## src/rtl/wf_pending_tracker_pkg.sv

```systemverilog
// Shared issue-stage definitions for the per-wavefront pending-instruction tracker.
package wf_pending_tracker_pkg;

  localparam int WF_ID_W          = 6;
  localparam int NUM_WF_DEFAULT   = 40;
  localparam int WF_PENDING_CNT_W = 4;

  typedef logic [WF_ID_W-1:0] wfid_t;

endpackage

```

## src/rtl/wf_pending_counter.sv

```systemverilog
// One saturating up/down/clear pending counter; updates 1 cycle after inputs, never stalls.
// ovf/udf event detection exists only when WF_PENDING_ERR_EN is defined.
module wf_pending_counter
  import wf_pending_tracker_pkg::*;
#(
  parameter int CNT_W = WF_PENDING_CNT_W
) (
  input  logic             clk,
  input  logic             rst,
  input  logic             inc,
  input  logic             dec,
  input  logic             clr,
  output logic [CNT_W-1:0] count,
  output logic             is_zero,
  output logic             is_full,
  output logic             went_zero,
  output logic             ovf,
  output logic             udf
);

  localparam logic [CNT_W-1:0] CNT_MAX = '1;
  localparam logic [CNT_W-1:0] CNT_ONE = CNT_W'(1);

  logic up;
  logic dn;

  assign is_zero = (count == '0);
  assign is_full = (count == CNT_MAX);

  // Issue and completion together cancel; clear overrides both.
  assign up        = inc & ~dec & ~clr & ~is_full;
  assign dn        = dec & ~inc & ~clr & ~is_zero;
  assign went_zero = dn & (count == CNT_ONE);

`ifdef WF_PENDING_ERR_EN
  assign ovf = inc & ~dec & ~clr & is_full;
  assign udf = dec & ~inc & ~clr & is_zero;
`else
  assign ovf = 1'b0;
  assign udf = 1'b0;
`endif

  always_ff @(posedge clk or negedge rst) begin
    if (!rst) begin
      count <= '0;
    end else if (clr) begin
      count <= '0;
    end else if (up) begin
      count <= count + CNT_ONE;
    end else if (dn) begin
      count <= count - CNT_ONE;
    end
  end

endmodule

```

## src/rtl/wf_pending_tracker.sv

```systemverilog
// Per-wavefront outstanding long-latency instruction tracker; state/drain/errors 1 cycle after inputs.
// No back-pressure: all inputs consumed every cycle. Sticky error flags built under WF_PENDING_ERR_EN.
module wf_pending_tracker
  import wf_pending_tracker_pkg::*;
#(
  parameter int NUM_WF = NUM_WF_DEFAULT,
  parameter int CNT_W  = WF_PENDING_CNT_W
) (
  input  logic              clk,
  input  logic              rst,
  input  logic              issue_valid,
  input  wfid_t             issue_wfid,
  input  logic              muxed_wfid_done,
  input  wfid_t             muxed_wfid,
  input  logic              clear_valid,
  input  wfid_t             clear_wfid,
  output logic [NUM_WF-1:0] wf_idle,
  output logic [NUM_WF-1:0] wf_full,
  output logic              drain_valid,
  output wfid_t             drain_wfid,
  output logic              err_overflow,
  output logic              err_underflow
);

  logic [NUM_WF-1:0]            inc_vec;
  logic [NUM_WF-1:0]            dec_vec;
  logic [NUM_WF-1:0]            clr_vec;
  logic [NUM_WF-1:0]            wz_vec;
  logic [NUM_WF-1:0]            ovf_vec;
  logic [NUM_WF-1:0]            udf_vec;
  logic [NUM_WF-1:0][CNT_W-1:0] cnt;
  wfid_t                        drain_nxt;

  // Valid is ANDed first so an X wfid with its valid low decodes to 0.
  always_comb begin
    inc_vec = '0;
    dec_vec = '0;
    clr_vec = '0;
    for (int i = 0; i < NUM_WF; i++) begin
      inc_vec[i] = issue_valid     && (issue_wfid == WF_ID_W'(i));
      dec_vec[i] = muxed_wfid_done && (muxed_wfid == WF_ID_W'(i));
      clr_vec[i] = clear_valid     && (clear_wfid == WF_ID_W'(i));
    end
  end

  for (genvar g = 0; g < NUM_WF; g++) begin : g_cnt
    wf_pending_counter #(.CNT_W(CNT_W)) u_cnt (
      .clk       (clk),
      .rst       (rst),
      .inc       (inc_vec[g]),
      .dec       (dec_vec[g]),
      .clr       (clr_vec[g]),
      .count     (cnt[g]),
      .is_zero   (wf_idle[g]),
      .is_full   (wf_full[g]),
      .went_zero (wz_vec[g]),
      .ovf       (ovf_vec[g]),
      .udf       (udf_vec[g])
    );
  end

  // Only one completion per cycle, so at most one bit is set; lowest index wins regardless.
  always_comb begin
    drain_nxt = '0;
    for (int i = NUM_WF - 1; i >= 0; i--) begin
      if (wz_vec[i]) drain_nxt = WF_ID_W'(i);
    end
  end

  always_ff @(posedge clk or negedge rst) begin
    if (!rst) begin
      drain_valid <= 1'b0;
      drain_wfid  <= '0;
    end else begin
      drain_valid <= |wz_vec;
      drain_wfid  <= drain_nxt;
    end
  end

`ifdef WF_PENDING_ERR_EN
  logic range_udf;
  assign range_udf = muxed_wfid_done && (muxed_wfid >= WF_ID_W'(NUM_WF));

  always_ff @(posedge clk or negedge rst) begin
    if (!rst) begin
      err_overflow  <= 1'b0;
      err_underflow <= 1'b0;
    end else begin
      err_overflow  <= err_overflow | (|ovf_vec);
      err_underflow <= err_underflow | (|udf_vec) | range_udf;
    end
  end

  wire unused_ok = &{1'b0, cnt};
`else
  assign err_overflow  = 1'b0;
  assign err_underflow = 1'b0;

  wire unused_ok = &{1'b0, cnt, ovf_vec, udf_vec};
`endif

endmodule
```

## config.mk

```make
export PLATFORM = sky130hd
export DESIGN_NAME = wf_pending_tracker
export DESIGN_NICKNAME = d
export VERILOG_FILES = /design/src/rtl/wf_pending_tracker_pkg.sv /design/src/rtl/wf_pending_counter.sv /design/src/rtl/wf_pending_tracker.sv
export SDC_FILE = /design/constraint.sdc
export NUM_CORES = 1
export LEC_CHECK = 0
export BUFFER_PORTS_ARGS = -buffer_cell sky130_fd_sc_hd__buf_2
export CAP_MARGIN = 10
export CORE_MARGIN = 2
export CORE_UTILIZATION = 40
export CTS_CLUSTER_DIAMETER = 80
export DETAILED_ROUTE_END_ITERATION = 7
export PLACE_DENSITY = 0.59
export REMOVE_ABC_BUFFERS = 1
export SKIP_LAST_GASP = 1
export SYNTH_ARGS = -nofsm -noshare
export SYNTH_HDL_FRONTEND = slang
export SYNTH_SLANG_ARGS = --single-unit
```

## constraint.sdc

```tcl
create_clock -name clk -period 2.3 [get_ports clk]
set_clock_uncertainty 0.2 [all_clocks]
set_input_delay 0.345 -clock clk [delete_from_list [all_inputs] [get_ports clk]]
set_output_delay 0.345 -clock clk [all_outputs]
set_load 0.1 [all_outputs]
```

==> results of run 1 <==
[worst paths after layout]
check	slack [ns]	cells after the start	to	start
setup / recovery	-0.006	6	wf_idle[2]	g_cnt[2].u_cnt.count[0]
hold / removal	0.21	2	g_cnt[29].u_cnt.count[3]	rst
setup reg to reg	0.04	9	drain_valid	g_cnt[17].u_cnt.count[0]
hold reg to reg	0.32	1	g_cnt[26].u_cnt.count[0]	g_cnt[26].u_cnt.count[0]
max in group asynchronous	1.09	3	g_cnt[4].u_cnt.count[0]	rst
min in group clk	0.32	1	g_cnt[26].u_cnt.count[0]	g_cnt[26].u_cnt.count[0]
[per-layer routing]
layer,global-route usage,vias up,wire length (um)
li1,-,6741,-
met1,0.3006,6803,19740
met2,0.3915,371,22120
met3,0.04244,78,2460
met4,0.08810,4,1406
met5,0,-,23
[per-stage QoR]
stage            util  TNS (ns)  total power [mW]
3_3_place_gp   0.5010    -15.41             14.96
3_5_place_dp   0.5010    -19.79             15.23
2_1_floorplan       -   -247.45             11.47
4_1_cts        0.5343  -0.09429             19.14
5_1_grt        0.5618   -0.4818             21.77
6_report       0.5619  -0.01212             20.60
[synth_stat cells, types with 10 or more instances]
master and count:
and3_1 76, xnor2_1 46, and3b_1 10, nand2_1 70
a211oi_1 14, nand2b_1 12, nor4b_1 30, a21oi_1 34
inv_1 128, o22ai_1 25, xor2_1 51, nor4_1 15
nand3b_1 13, ha_1 120, o21ai_0 29, nand3_1 48
clkbuf_1 10, buf_2 16, nand4b_1 11, nor3_1 91
or3_1 48, buf_4 90, nor3b_1 25, nor2_1 147
mux2i_1 16, nand4_1 33, nor4_2 19, a22oi_1 49
and4b_1 15, dfrtp_1 167, and2_1 19, nor2b_1 12
[layout make-up]
class,instances,area share
Multi-Input combinational cell,1225,0.4823
Timing Repair Buffer,523,0.2230
Sequential cell,167,0.2099
Tap cell,461,0.02886
Inverter,128,0.02441
Clock buffer,21,0.02354
Clock inverter,8,0.007387
Antenna cell,5,0.0006260
[state kept, by name, summed over array words and instances (netlist names)]
signal	flops
drain_wfid	6
g_cnt.u_cnt.count	160
drain_valid	1
[cell families (layout without fill, tap and decap cells)]
family,after synthesis,in the layout,synth area share
and+or+nand+nor,769,769,0.3337
buffers and inverters,248,680,0.09080
AOI/OAI and AO/OA,214,214,0.1062
DFF,167,167,0.2894
adders and majority gates,120,120,0.1040
xor gates and xnor gates,97,97,0.05883
muxes,23,23,0.01681
other,1,7,0.0002597
[power groups by stage]
stage / Clock, mW / Combinational, mW / Sequential, mW
3_3_place_gp: 0 / 10.0 / 4.94
3_5_place_dp: 0 / 10.3 / 4.98
5_1_grt: 3.33 / 13.2 / 5.21
2_1_floorplan: 0 / 6.63 / 4.84
4_1_cts: 3.22 / 10.9 / 5.01
6_report: 3.14 / 12.4 / 5.07
[worst reg2reg max path: stages (launching register included)]
cell and delay, ns:
dfrtp_2 0.43, inv_2 0.08, ha_4 0.14, nor3b_4 0.20
buf_4 0.15, a21oi_2 0.03, and3b_2 0.21, a32o_2 0.25
nor4_4 0.29, nand4_1 0.13
[what timing repair did]
action,CTS,global route
cloned,0,0
buffers inserted,23,62
resized for setup,103,155
hold buffers,1,0
setup endpoints to repair,67,79
pin swaps,8,20
hold endpoints to repair,37,0
==> impl_metrics.ini, run 1 <==
[outcome]
failed_checks = negative setup slack
status = finished, violations left

[timing]
fmax_ghz = 0.4336
timing.hold.ws_ns = 0.2058
setup_slack_ns = -0.006333
period_needed_ns = 2.306
grt_setup_unrepaired = true
setup_violations = 2
worstMarginPinSlew_ns = 0.8274
hold_viol_final = 0
period_share = 1.003
relSlewSlack = 0.4414
maxSlewViolCount = 0

[synth]
syn_inst = 1639
ys_types = 93
synth_top_area_frac = 0.2894
avgSynthCellArea_um2 = 8.811
async_reset_ff_frac = 1.000
synth_warnings = 0
netlist_area_um2 = 14440
synth_enable_flop_cells = 0
synth_area_leaders = dfrtp_1 (29%), ha_1 (10%), buf_4 (4.7%)
synth_area_leader_cell = dfrtp_1
ys.flop_type = dfrtp_1
ys_ff_latch = 167
seq_area_frac_synth = 0.2894

[cells_and_area]
synthToLayoutAreaGrowth_pct = 38.41
layout_common_cells = buf_4 (414), dfrtp_1 (154), nor2_1 (147), ha_1 (89)
regArea_um2 = 4195
final_common_cell = buf_4
instances_no_fill = 2538
nets = 2205
drive_gt1_frac = 0.3716
multiInputGateArea_um2 = 9641
final_cell_area_um2 = 19990
fillers = 3154

[detailed_routing]
drtPass1Iterations = 7
vias = 14000
wirelength_mm = 45.75
ant_nets = 0
via_per_inst = 5.515
first_iter_violations = 932
post_drt_wl_per_cell_um = 18.03
drc = 0

[pwr]
intPower_mw = 11.34
seq_power_share = 0.246
combPwrFrac = 0.601
netSwitchingFraction = 0.4497
ir_drop_uv = 1668
pwr-share-clk = 0.152
powerDensity_nw_per_um2 = 1031
leakagePower_nw = 9.406
power_switching_mw = 9.263

[clock_network]
clk_latency_ns = 0.46
cts_num_sinks = 167
cts-root-buf = clkbuf_16
htree_levels = 4
clkTransAtPathRegs_ns = 0.07
cts_buffers = 17
clock_path_buffers = 2
cts_tree = yes

[floorplan]
row_count = 69
die_area_um2 = 37640
num_io_pins = 112
core-area_um2 = 35570
fp.dieH_um = 194.0
initial_core_util = 0.4060
die_x_um = 194.0

[grt]
grt_overflow = 0
grtUsageTotal = 0.2340
grt_max_degree = 45
antenna_found_initial = 5
grt_pass1_vias = 13360
grt_pass1_wl_mm = 70.46

[setup_path]
timing_worst_setup_path_type = reg -> out
required_ns = 1.75
cp_top_family = flip-flops
arrival_ns = 1.76
startpoint_type = register
slowest_delay_ns = 0.40
endpoint_kind = primary output
cpMostUsedCell = inv_1
critPathMaxFanout = 3
cp.buffers_inverters = 4
cp_slowest_cell = dfrtp_1
cp_cell_sequence = inv_1 > ha_2 > inv_1 > or3_4 > inv_2 > buf_12

[place]
placed_cell_area_um2 = 17820
dpl.cell_count = 2420
hpwl_mm = 34.78
io_buffer_count = 109
dpl_worst_slack_ns = -0.3086
place_congestion = 0.9615

[min_path]
min_path_type = in -> async

[run]
max_cap_viol_count = 0
No activity file was read; power rests on OpenSTA's default activity.
==> run 2, diff against run 1 <==
ABC_AREA = 1   (was default)
==> impl_metrics.ini, run 2 <==
[outcome]
status = finished, violations left
failed_checks = negative setup slack

[detailed_routing]
vias = 14600
drc = 0
drtPass1Iterations = 5
via_per_inst = 5.102
ant_nets = 0
post_drt_wl_per_cell_um = 15.66
wirelength_mm = 44.82
first_iter_violations = 952

[min_path]
min_path_type = in -> async

[grt]
grt_pass1_vias = 13990
grtUsageTotal = 0.2443
grt_overflow = 0
grt_max_degree = 102
antenna_found_initial = 7
grt_pass1_wl_mm = 70.39

[floorplan]
row_count = 68
core-area_um2 = 34370
fp.dieH_um = 190.6
num_io_pins = 112
die_area_um2 = 36320
initial_core_util = 0.4051
die_x_um = 190.6

[clock_network]
cts_num_sinks = 167
cts_tree = yes
clk_latency_ns = 0.45
htree_levels = 4
clock_path_buffers = 2
cts_buffers = 17
cts-root-buf = clkbuf_16
clkTransAtPathRegs_ns = 0.07

[timing]
timing.hold.ws_ns = 0.2489
maxSlewViolCount = 0
hold_viol_final = 0
period_needed_ns = 2.320
fmax_ghz = 0.4311
setup_violations = 3
grt_setup_unrepaired = true
period_share = 1.009
relSlewSlack = 0.5952
setup_slack_ns = -0.01984
worstMarginPinSlew_ns = 0.6071

[synth]
synth_area_leaders = dfrtp_1 (30%), inv_1 (11%), ha_1 (11%)
avgSynthCellArea_um2 = 7.238
synth_warnings = 0
ys.flop_type = dfrtp_1
synth_most_common_cell = inv_1
synth_top_area_frac = 0.3001
synth_common_cells = inv_1 (424), nor2_1 (263), dfrtp_1 (167)
syn_inst = 1924
synth_enable_flop_cells = 0
synth_area_leader_cell = dfrtp_1
netlist_area_um2 = 13930
ys_types = 48
ys_ff_latch = 167
async_reset_ff_frac = 1.000
seq_area_frac_synth = 0.3001

[pwr]
leakagePower_nw = 9.804
seq_power_share = 0.280
pwr-share-clk = 0.176
intPower_mw = 9.245
power_switching_mw = 8.193
ir_drop_uv = 598.7
netSwitchingFraction = 0.4698
combPwrFrac = 0.543
power_mw = 17.44
powerDensity_nw_per_um2 = 874.1

[cells_and_area]
synthToLayoutAreaGrowth_pct = 43.26
multiInputGateArea_um2 = 8298
drive_gt1_frac = 0.3260
reg_top3 = g_cnt.u_cnt.count x160, drain_wfid x6, drain_valid x1
layout_common_cells = buf_4 (428), inv_1 (384), nor2_1 (253), nand2_1 (163), dfrtp_1 (161)
regMostFlops = g_cnt.u_cnt.count
regArea_um2 = 4187
largest_register_ffs = 160
fillers = 3183
final_common_cell = buf_4
nets = 2532

[setup_path]
regToRegSetupSlack_ns = -0.02
r2r_end = drain_wfid[0]
crit_start = g_cnt[39].u_cnt.count[1]
r2r-start = g_cnt[39].u_cnt.count[1]
slowest_delay_ns = 0.39
arrival_ns = 2.45
endpoint_kind = register
critPathMaxFanout = 2
cp-endpoint = drain_wfid[0]
required_ns = 2.43
reg2reg_depth = 15
cpMostUsedCell = nand4_1
timing_worst_setup_path_type = reg -> reg
cp_cell_sequence = inv_2 > ha_4 > inv_2 > nor3_4 > a21oi_2 > nand3_2 > nand3_2 > nor2_4 > nand4_1 > nor2_1 > nand4_1 > nor3_2 > nand4_1 > nor2_1 > nand4_1
cp_slowest_cell = dfrtp_1
startpoint_type = register

[place]
place_congestion = 0.9543
dpl_worst_slack_ns = -0.5250
hpwl_mm = 34.70
io_buffer_count = 109

[run]
max_cap_viol_count = 0
run 2: changes by cell type in the layout (fill, tap and decap cells not counted), sizes merged, moves of 36 or more:
| cell | before | now |
|---|---|---|
| xnor2 | 46 | 1 |
| and3 | 76 | 13 |
| nand2 | 71 | 170 |
| inv | 128 | 429 |
| nor2 | 150 | 287 |
| o21ai | 31 | 129 |
| or3 | 49 | 0 |
| a22oi | 49 | 0 |
| nand3 | 48 | 97 |
| nor4b | 36 | 0 |
run 2: per-layer routing:
layer | routed length [um] | share of wire | GRT usage
met2 | 20930 | 0.47 | 0.3944
met4 | 1430 | 0.032 | 0.09928
met3 | 2598 | 0.058 | 0.04987
met1 | 19830 | 0.44 | 0.3188
met5 | 27 | 0.00060 | 0
run 2: cell families after synthesis:
family | Yosys count | synth area share
simple gates | 774 | 0.2728
buf+inv | 522 | 0.1657
compound gates | 299 | 0.1276
flops | 167 | 0.3001
fa+ha+maj | 120 | 0.1078
xor+xnor | 41 | 0.02579
other cells | 1 | 0.0002693
run 2: worst min-delay path by stage:
stage | startpoint | to | slack, ns | cells after the start
floorplan | rst | drain_valid | -0.15 | 0
global placement | rst | g_cnt[3].u_cnt.count[0] | 0.19 | 2
detailed placement | rst | g_cnt[3].u_cnt.count[0] | 0.19 | 2
CTS | clear_wfid[2] | g_cnt[29].u_cnt.count[3] | 0.26 | 4
global route | rst | g_cnt[2].u_cnt.count[3] | 0.28 | 3
finish | rst | g_cnt[3].u_cnt.count[0] | 0.25 | 3
run 2: per-stage QoR:
step | cells | TNS (ns) | cell area, um^2 | utilization
floorplan | 1832 | -258.43 | 13230 | -
global placement | 2796 | -10.74 | 18070 | 0.5258
detailed placement | 2796 | -13.80 | 18070 | 0.5258
CTS | 2830 | -0.1645 | 18990 | 0.5523
global route | 2862 | -1.398 | 19950 | 0.5804
finish | 2862 | -0.04267 | 19950 | 0.5804
run 2: power groups by stage:
stage	sequential, mW	combinational [mW]	clock [mW]
after floorplan	4.72	5.34	0
after global placement	4.73	8.25	0
after detailed placement	4.76	8.40	0
after CTS	4.76	8.65	3.13
after global routing	5.04	10.3	3.26
final	4.89	9.48	3.08
run 2: layout make-up:
class,instances,area share
Tap cell,455,0.02854
Sequential cell,167,0.2098
Clock inverter,11,0.007526
Multi-Input combinational cell,1236,0.4159
Inverter,429,0.08071
Clock buffer,21,0.02258
Antenna cell,5,0.0006272
Timing Repair Buffer,538,0.2342
run 2: repair_timing:
item	CTS	global route
pin swaps	5	39
cloned	0	0
setup endpoints to repair	72	117
endpoints found under the hold margin	167	0
buffers inserted	1	29
gates resized for setup	79	193
hold buffers	1	0
run 2: critical path, delay by kind of cell, from the launching register on:
kind / cells / cell delay, ns
adders and majority gates: 1 / 0.12
AOI/OAI and AO/OA: 1 / 0.06
buffers and inverters: 2 / 0.12
DFF: 1 / 0.39
and+or+nand+nor: 11 / 1.29
==> run 3, diff against run 2 <==
CORE_MARGIN = 1   (was 2)
==> impl_metrics.ini, run 3 (synthesized netlist as in run 2, its figures left out) <==
[setup_path]
slowest_delay_ns = 0.39
cp_top_family = simple AND/OR/NAND/NOR gates
timing_worst_setup_path_type = reg -> reg
arrival_ns = 2.54
endpoint_kind = register
cpMostUsedCell = nand4_1
cp_cell_sequence = inv_2 > ha_4 > inv_2 > nor3_4 > a21oi_2 > nand3_2 > nand3_2 > nor2_2 > nand4_1 > nor2_1 > nand4_1 > nor3_1 > nand4_1 > nor2_2 > nand4_1
r2r_end = drain_wfid[0]
cp.buffers_inverters = 2
cp_slowest_cell = dfrtp_1
reg2reg_depth = 15
regToRegSetupSlack_ns = -0.12
r2r-start = g_cnt[39].u_cnt.count[0]
critPathMaxFanout = 2
startpoint_type = register
required_ns = 2.43

[timing]
worstMarginPinSlew_ns = 0.5945
timing.hold.ws_ns = 0.2472
relSlewSlack = 0.6036
setup_tns_ns = -0.1162
setup_slack_ns = -0.1162
period_share = 1.051
hold_viol_final = 0
fmax_ghz = 0.4139
grt_setup_unrepaired = true
setup_violations = 1
maxSlewViolCount = 0
period_needed_ns = 2.416

[run]
max_cap_viol_count = 0

[detailed_routing]
wirelength_mm = 43.52
vias = 14430
drc = 4
post_drt_wl_per_cell_um = 15.39
ant_nets = 0
via_per_inst = 5.101
first_iter_violations = 1181
drtPass1Iterations = 8

[pwr]
pwr-share-clk = 0.183
power_switching_mw = 7.872
intPower_mw = 8.999
leakagePower_nw = 9.653
combPwrFrac = 0.527
powerDensity_nw_per_um2 = 865.4
seq_power_share = 0.290
ir_drop_uv = 707.0
power_mw = 16.87
netSwitchingFraction = 0.4666

[cells_and_area]
final_common_cell = buf_4
instances_no_fill = 2828
reg_top3 = g_cnt.u_cnt.count x160, drain_wfid x6, drain_valid x1
synthToLayoutAreaGrowth_pct = 39.99
largest_register_ffs = 160
nets = 2508
regArea_um2 = 4182
regMostFlops = g_cnt.u_cnt.count
layout_common_cells = buf_4 (409), inv_1 (394), nor2_1 (248), dfrtp_1 (165), nand2_1 (164)
final_cell_area_um2 = 19490
multiInputGateArea_um2 = 8133
drive_gt1_frac = 0.3096
fillers = 3110
final_core_util = 0.5756

[clock_network]
clk_latency_ns = 0.44
cts-root-buf = clkbuf_16
cts_tree = yes
cts_buffers = 17
cts_num_sinks = 167
clkTransAtPathRegs_ns = 0.07
clock_path_buffers = 2
htree_levels = 4

[floorplan]
initial_core_util = 0.4112
core-area_um2 = 33870
fp.dieH_um = 188.6
die_x_um = 188.6
num_io_pins = 112
die_area_um2 = 35560
row_count = 67

[min_path]
min_path_type = in -> async

[grt]
use_met3 = 0.03837
grtUsageMet2 = 0.3908
antenna_found_initial = 6
busiest_layer = met2
grt_overflow = 0
grt_pass1_vias = 13660
grt_util_met1 = 0.3318
grt_max_degree = 53
grtUsageTotal = 0.2418
grt_pass1_wl_mm = 68.59

[place]
io_buffer_count = 109
dpl.cell_count = 2774
dpl_worst_slack_ns = -0.4529
placed_cell_area_um2 = 17850
hpwl_mm = 34.51
place_congestion = 0.9479

[outcome]
status = finished, violations left
failed_checks = design-rule violations, negative setup slack
run 3: cell types whose count changed in the layout (fill, tap and decap cells not counted), moves of 5 or more:
cell,before,now
buf_12,49,44
clkbuf_4,7,12
inv_1,384,394
nor2_1,253,248
inv_2,45,35
ha_4,10,5
nor3_4,18,13
buf_4,428,409
nor2_2,22,28
nor4_1,28,35
ha_1,107,112
run 3: power groups by stage:
stage | sequential (mW) | combinational (mW) | clock, mW
floorplan | 4.72 | 5.34 | 0
global placement | 4.76 | 7.97 | 0
detailed placement | 4.79 | 8.09 | 0
CTS | 4.80 | 8.29 | 3.16
global route | 5.03 | 9.69 | 3.27
finish | 4.90 | 8.89 | 3.08
run 3: worst max path at each step:
| stage | end | slack (ns) | cells past startpoint | from |
|---|---|---|---|---|
| after CTS | drain_wfid[0] | -0.11 | 15 | g_cnt[39].u_cnt.count[0] |
| after global placement | drain_wfid[0] | -0.47 | 14 | issue_wfid[4] |
| after detailed placement | drain_wfid[0] | -0.45 | 14 | issue_wfid[4] |
| after global routing | drain_wfid[0] | -0.29 | 14 | g_cnt[35].u_cnt.count[2] |
| after floorplan | drain_valid | -2.03 | 10 | g_cnt[23].u_cnt.count[0] |
| final | drain_wfid[0] | -0.12 | 15 | g_cnt[39].u_cnt.count[0] |
run 3: what timing repair did:
action	CTS	global route
endpoints found under the hold margin	48	0
gates cloned	0	0
endpoints found under the setup margin	71	97
resized for setup	74	165
pin swaps	2	33
hold buffers	1	0
buffers inserted	1	20
run 3: final cells by class:
cell class | count | area share
timing repair buffer | 514 | 0.2256
clock buffer | 22 | 0.02330
clock inverter | 9 | 0.007702
tap | 448 | 0.02875
sequential | 167 | 0.2145
antenna | 3 | 0.0003851
inverter | 429 | 0.08260
multi-input combinational | 1236 | 0.4172
run 3: metal layers:
| layer | wire length, um | vias to the layer above |
|---|---|---|
| met5 | 21 | - |
| met4 | 1056 | 4 |
| met3 | 2324 | 68 |
| met2 | 20030 | 409 |
| met1 | 20090 | 6824 |
| li1 | - | 7120 |
